`config.mk`:
```
export PLATFORM = sky130hd
export DESIGN_NAME = flash_addr_sequencer
export DESIGN_NICKNAME = d
export VERILOG_FILES = /design/src/rtl/flash_addr_sequencer.sv
export SDC_FILE = /design/constraint.sdc
export NUM_CORES = 1
export LEC_CHECK = 0
export BUFFER_PORTS_ARGS = -buffer_cell sky130_fd_sc_hd__buf_2
export CAP_MARGIN = 30
export CORE_MARGIN = 1.5
export CORE_UTILIZATION = 50
export DETAILED_ROUTE_END_ITERATION = 10
export HOLD_SLACK_MARGIN = 0.05
export PLACE_DENSITY = 0.8
export SETUP_SLACK_MARGIN = 0.5
export SYNTH_ARGS = -nofsm -noshare
export SYNTH_HDL_FRONTEND = slang
export SYNTH_SLANG_ARGS = --single-unit
```
`constraint.sdc`:
```
create_clock -name clk -period 3.25 [get_ports clk]
set_input_delay 0.1625 -clock clk [delete_from_list [all_inputs] [get_ports clk]]
set_output_delay 0.1625 -clock clk [all_outputs]
set_load 0.05 [all_outputs]
```
`src/rtl/flash_addr_sequencer.sv`:
```
`default_nettype none
// ============================================================================
//  Module   : flash_addr_sequencer
//  Brief    : Row-address sequencer for record/play passes over a flash array.
//             Advances one row per packet (or on a forced prepacket), with
//             one-shot or looping behaviour at LAST_ROW.
//             Optional macro SEGMENT_START_EN adds a start_row input that sets
//             both the starting row and the loop-wrap row of a pass.
//  Revision : 1.0 - initial release
// ============================================================================
module flash_addr_sequencer #(
    parameter int ROW_W    = 10,
    parameter int COL_W    = 5,
    parameter int LAST_ROW = 936,
    parameter int PKT_LEN  = 32
) (
    input  logic                             clk,
    input  logic                             reset,
    input  logic                             rec_start,
    input  logic                             play_start,
    input  logic                             stop,
    input  logic                             loop_mode,
    input  logic                             prepacket,
    input  logic [$clog2(PKT_LEN)-1:0]       bit_cnt,
`ifdef SEGMENT_START_EN
    input  logic [ROW_W-1:0]                 start_row,
`endif
    output logic [ROW_W+COL_W:0]             address,
    output logic                             busy,
    output logic                             is_rec,
    output logic                             wrap,
    output logic                             done
);

    localparam int               CNT_W      = $clog2(PKT_LEN);
    localparam logic [CNT_W-1:0] LAST_BIT   = CNT_W'(PKT_LEN - 1);
    localparam logic [ROW_W-1:0] LAST_ROW_V = ROW_W'(LAST_ROW);

    typedef enum logic [1:0] {
        IDLE = 2'd0,
        RUN  = 2'd1,
        DONE = 2'd2
    } state_t;

    state_t           state, state_nxt;
    logic [ROW_W-1:0] row, row_nxt;
    logic             is_rec_nxt, wrap_nxt, done_nxt, busy_nxt;
    logic [ROW_W-1:0] start_val;   // row a new pass begins at
    logic [ROW_W-1:0] wrap_row;    // row a looping pass returns to
    logic             start_any;
    logic             advance;

`ifdef SEGMENT_START_EN
    logic [ROW_W-1:0] seg_row, seg_row_nxt;

    // Clamp the requested segment start so no row beyond LAST_ROW is ever used
    always_comb begin
        start_val = (start_row > LAST_ROW_V) ? LAST_ROW_V : start_row;
        wrap_row  = seg_row;
    end
`else
    // Passes always begin and wrap at row 0
    always_comb begin
        start_val = '0;
        wrap_row  = '0;
    end
`endif

    assign start_any = rec_start | play_start;
    // A packet boundary and a prepacket in the same cycle count as one advance
    assign advance   = (state == RUN) & (prepacket | (bit_cnt == LAST_BIT));

    // Address layout: fixed high bit, row field, column field held at zero
    assign address   = {1'b1, row, {COL_W{1'b0}}};

    // State register and registered outputs
    always_ff @(posedge clk) begin
        if (!reset) begin
            state  <= IDLE;
            row    <= '0;
            busy   <= 1'b0;
            is_rec <= 1'b0;
            wrap   <= 1'b0;
            done   <= 1'b0;
        end else begin
            state  <= state_nxt;
            row    <= row_nxt;
            busy   <= busy_nxt;
            is_rec <= is_rec_nxt;
            wrap   <= wrap_nxt;
            done   <= done_nxt;
        end
    end

`ifdef SEGMENT_START_EN
    // Segment start row captured on every start, reused on each loop wrap
    always_ff @(posedge clk) begin
        if (!reset) begin
            seg_row <= '0;
        end else begin
            seg_row <= seg_row_nxt;
        end
    end
`endif

    // Next-state logic; priority start > stop > advance
    always_comb begin
        state_nxt  = state;
        row_nxt    = row;
        is_rec_nxt = is_rec;
        wrap_nxt   = 1'b0;
        done_nxt   = 1'b0;
`ifdef SEGMENT_START_EN
        seg_row_nxt = seg_row;
`endif
        if (start_any) begin
            state_nxt  = RUN;
            row_nxt    = start_val;
            is_rec_nxt = rec_start;
`ifdef SEGMENT_START_EN
            seg_row_nxt = start_val;
`endif
        end else if (stop && (state == RUN)) begin
            state_nxt = IDLE;
        end else if (advance) begin
            if (row < LAST_ROW_V) begin
                row_nxt = row + ROW_W'(1);
            end else if (loop_mode) begin
                row_nxt  = wrap_row;
                wrap_nxt = 1'b1;
            end else begin
                done_nxt  = 1'b1;
                state_nxt = DONE;
            end
        end
        busy_nxt = (state_nxt == RUN);
    end

endmodule
`default_nettype wire

```
==> key figures <==
Clock network
  • Clock transition at path regs: roughly 0.1 ns
  • Max Root-Sink Buffers: 2
  • Hold Buf Count CTS: 0
  • Clk sink count: 16
  • Clock Latency Late Sink: 0.29 ns
  • Post-CTS Resized: 0
  • Cell chosen for the clock root: clkbuf_4
  • Inserted Clock Buffers: 3
  • H-Tree Depth: 1
  • CTS tree: done
  • # Post-CTS Setup Buffers: 0

Route
  • Routed vias: 826
  • Starting DRT DRC Count: 20
  • WL/cell: about 13 um
  • ANT nets after route: 0
  • # DRC: 0
  • Via-to-Cell Ratio: about 5.6
  • Total Routed Length: 1.94 mm
  • First-pass iteration count of the detailed router: 4

Placement
  • Gpl congestion: 0.837
  • Pre-CTS WS: roughly 1.3 ns
  • DP HPWL: between 1 and 1.5 mm
  • Placed insts: 143
  • Placed cell area: roughly 1000 um^2
  • Port bufs: 25

Power and ir drop
  • P_int: around 0.00028 W
  • PD cells: approximately 370 nW/um^2
  • Power, Total: 0.000382 W
  • Logic pwr share: 0.129
  • Pleak: between 0.4 and 0.5 nW
  • P_sw: around 0.00010 W
  • Sw Ratio: 0.267
  • Sequential share of power: 0.523
  • Clock power share: 0.348
  • Worst vdd ir: roughly 0.22 mV

Global route
  • Largest net degree at the start of global routing: 26
  • Antenna violations before repair: 0
  • Grt ovf: 0
  • First-pass GRT wire length: 2.97 mm
  • Vias in the first global route: roughly 720
  • Total track usage: 0.196

Outcome
  • Status: finished clean

Logic synthesis
  • Post-Synth Simple-Gate Area: 0.247
  • Count of cell types in the netlist: 38
  • Portion of netlist area occupied by mux cells: 0.0335
  • Asr flop ratio synth: 0
  • Synth warn: 0
  • EDFF count, synth: 0
  • Yosys reg bits: 16
  • Sequential area share after synthesis: 0.358
  • Avg Cell Area, Syn: 8.96 um^2
  • Main combinational cell family by area after synthesis: compound AO/OA/AOI/OAI gates
  • XOR/XNOR share of the synthesized area: 0
  • Cell Area, Synth: between 800 and 900 um^2
  • Cell count after synthesis: 100
  • Most used flip-flop cell after synthesis: dfxtp_1
  • Synth Area in Compound Gates: 0.256
  • Post-Synth Adder-Cell Area: 0.0140

Timing
  • Setup TNS: 0 ns
  • Slack of the critical path: 1.31 ns
  • Worst-margin pin slew: a little under 1 ns
  • Period utilisation layout: 0.598
  • # setup viols final: 0
  • Max-slew violation count: 0
  • RSZ-0062 raised after global routing: no
  • Fmax: roughly 0.5 GHz
  • Crit path time final: between 1.5 and 2 ns
  • Max transition margin: 0.336
  • Skew final: ~0.0044 ns
  • Final Hold Vio Count: 0

Finish
  • Area of the multi-input gates: 515 um^2
  • Register area: ~320 um^2
  • Number of diodes: 0
  • Nets: ~140
  • Fill cell count: around 170
  • Final Cell Area: just over 1000 um^2
  • Share of layout cells above drive strength 1: 0.295
  • Area delta synth->final: 15.6%
  • Non-filler instance count after layout: approximately 150

Setup path
  • CP endpoint: row[4]
  • Crit path from: state[1]
  • Crit path largest cell delay: between 0.7 and 0.8 ns
  • Worst setup SP type: flop
  • Worst path required time: approximately 3.5 ns
  • Setup CP Type: flop to flop
  • R2R Setup Slk: around 1.3 ns
  • Slowest CP cell: a31oi_2
  • Reg2reg end: row[4]
  • CP Max Fanout: 25
  • R2r startpoint: state[1]
  • CP Cell Sequence: and4bb_2, a31oi_2, o31ai_1, a21oi_1
  • Critical Path End Type: flop
  • Reg2Reg Depth: 4
  • Worst EP arrival: 2.16 ns

Floorplanning
  • Die Span X: between 40 and 50 um
  • # IOs: 32
  • Std cell rows: 15
  • Overall die height: 45.3 um
  • Initial core utilization: 0.525
  • Core ar.: ~1700 um^2
  • Die Area: around 2000 um^2

Worst hold path
  • WHS Path Cells: 2
  • HP Class: primary input to flop

Run
  • MaxCap Viol Count: 0
-- how the worst min path moves through the flow --
stage          slack (ns)       from    to
2_1_floorplan        0.24  loop_mode  done
3_3_place_gp         0.38  loop_mode  done
4_1_cts              0.08  loop_mode  done
3_5_place_dp         0.39  loop_mode  done
6_report             0.08  loop_mode  done
5_1_grt              0.07  loop_mode  done
-- routing by layer --
layer | GRT usage | routed length [um] | vias to the layer above
li1 | - | - | 418
met2 | 0.334 | 890 | 30
met3 | 0.0360 | 91 | 7
met4 | 0.0706 | 42 | 0
met1 | 0.244 | 916 | 371
met5 | 0 | 0 | -
-- synth_stat cells, types with 3 or more instances --
cell type	count	area, um^2
nand3_1	4	20.0
mux2i_1	3	30.0
o31ai_1	6	45.0
o21ai_0	6	30.0
o211ai_1	4	30.0
or4_1	4	30.0
dfxtp_1	16	320
a21oi_1	7	35.0
buf_2	3	15.0
buf_4	6	45.0
o21a_1	4	30.0
nor4_1	3	18.8
-- cells by family (layout without fill, tap and decap cells) --
kind of cell / count (synthesis) / in the layout
adders and majority gates: 1 / 1
DFF: 16 / 16
muxes: 3 / 3
buffers and inverters: 13 / 31
and+or+nand+nor: 31 / 31
other: 2 / 6
AOI/OAI and AO/OA: 34 / 34
-- cell type report --
type	count	area share
clock buffers	4	0.0350
inverters	2	0.00725
multi-input cells	75	0.498
flip-flops and latches	16	0.309
well taps	25	0.0302
repair buffers	25	0.121
-- power groups by stage --
stage | registers [W] | clock network (W) | logic, W
after global placement | 0.000204 | 0 | 0.0000483
after detailed placement | 0.000204 | 0 | 0.0000492
after CTS | 0.000200 | 0.000135 | 0.0000494
after floorplan | 0.000211 | 0 | 0.0000362
after global routing | 0.000200 | 0.000143 | 0.0000530
final | 0.000200 | 0.000133 | 0.0000493
-- sequential cells by signal (all words and copies together) (netlist names) --
register,count
is_rec,1
done,1
row,10
state,2
wrap,1
busy,1
-- through the flow --
| step | hold slack (ns) | util |
|---|---|---|
| floorplan | 0.241 | - |
| global placement | 0.384 | 0.585 |
| detailed placement | 0.389 | 0.585 |
| CTS | 0.0766 | 0.607 |
| global route | 0.0689 | 0.607 |
| finish | 0.0813 | 0.607 |
-- cell usage in the layout (no fill, tap or decap), types with 2 or more instances in the layout --
cell type,synthesis,final
dfxtp_1,16,16
or4_1,4,4
o211ai_1,4,4
nand3_1,4,4
nor4_1,3,3
clkbuf_4,0,3
o21a_1,4,4
and2_1,2,2
a21boi_0,2,2
buf_2,3,25
o21ai_0,6,6
nor2_1,2,2
a21oi_1,7,7
or2_2,2,2
o31ai_1,6,6
mux2i_1,3,3
inv_1,2,2
and4_1,2,2
conb_1,2,6
-- critical path, delay by kind of cell, from the launching register on --
kind	cells	cell delay, ns
AND/OR/NAND/NOR	1	0.26
AO/OA/AOI/OAI	3	1.22
flip-flops	1	0.39
Power figures use the tool's default switching activity.
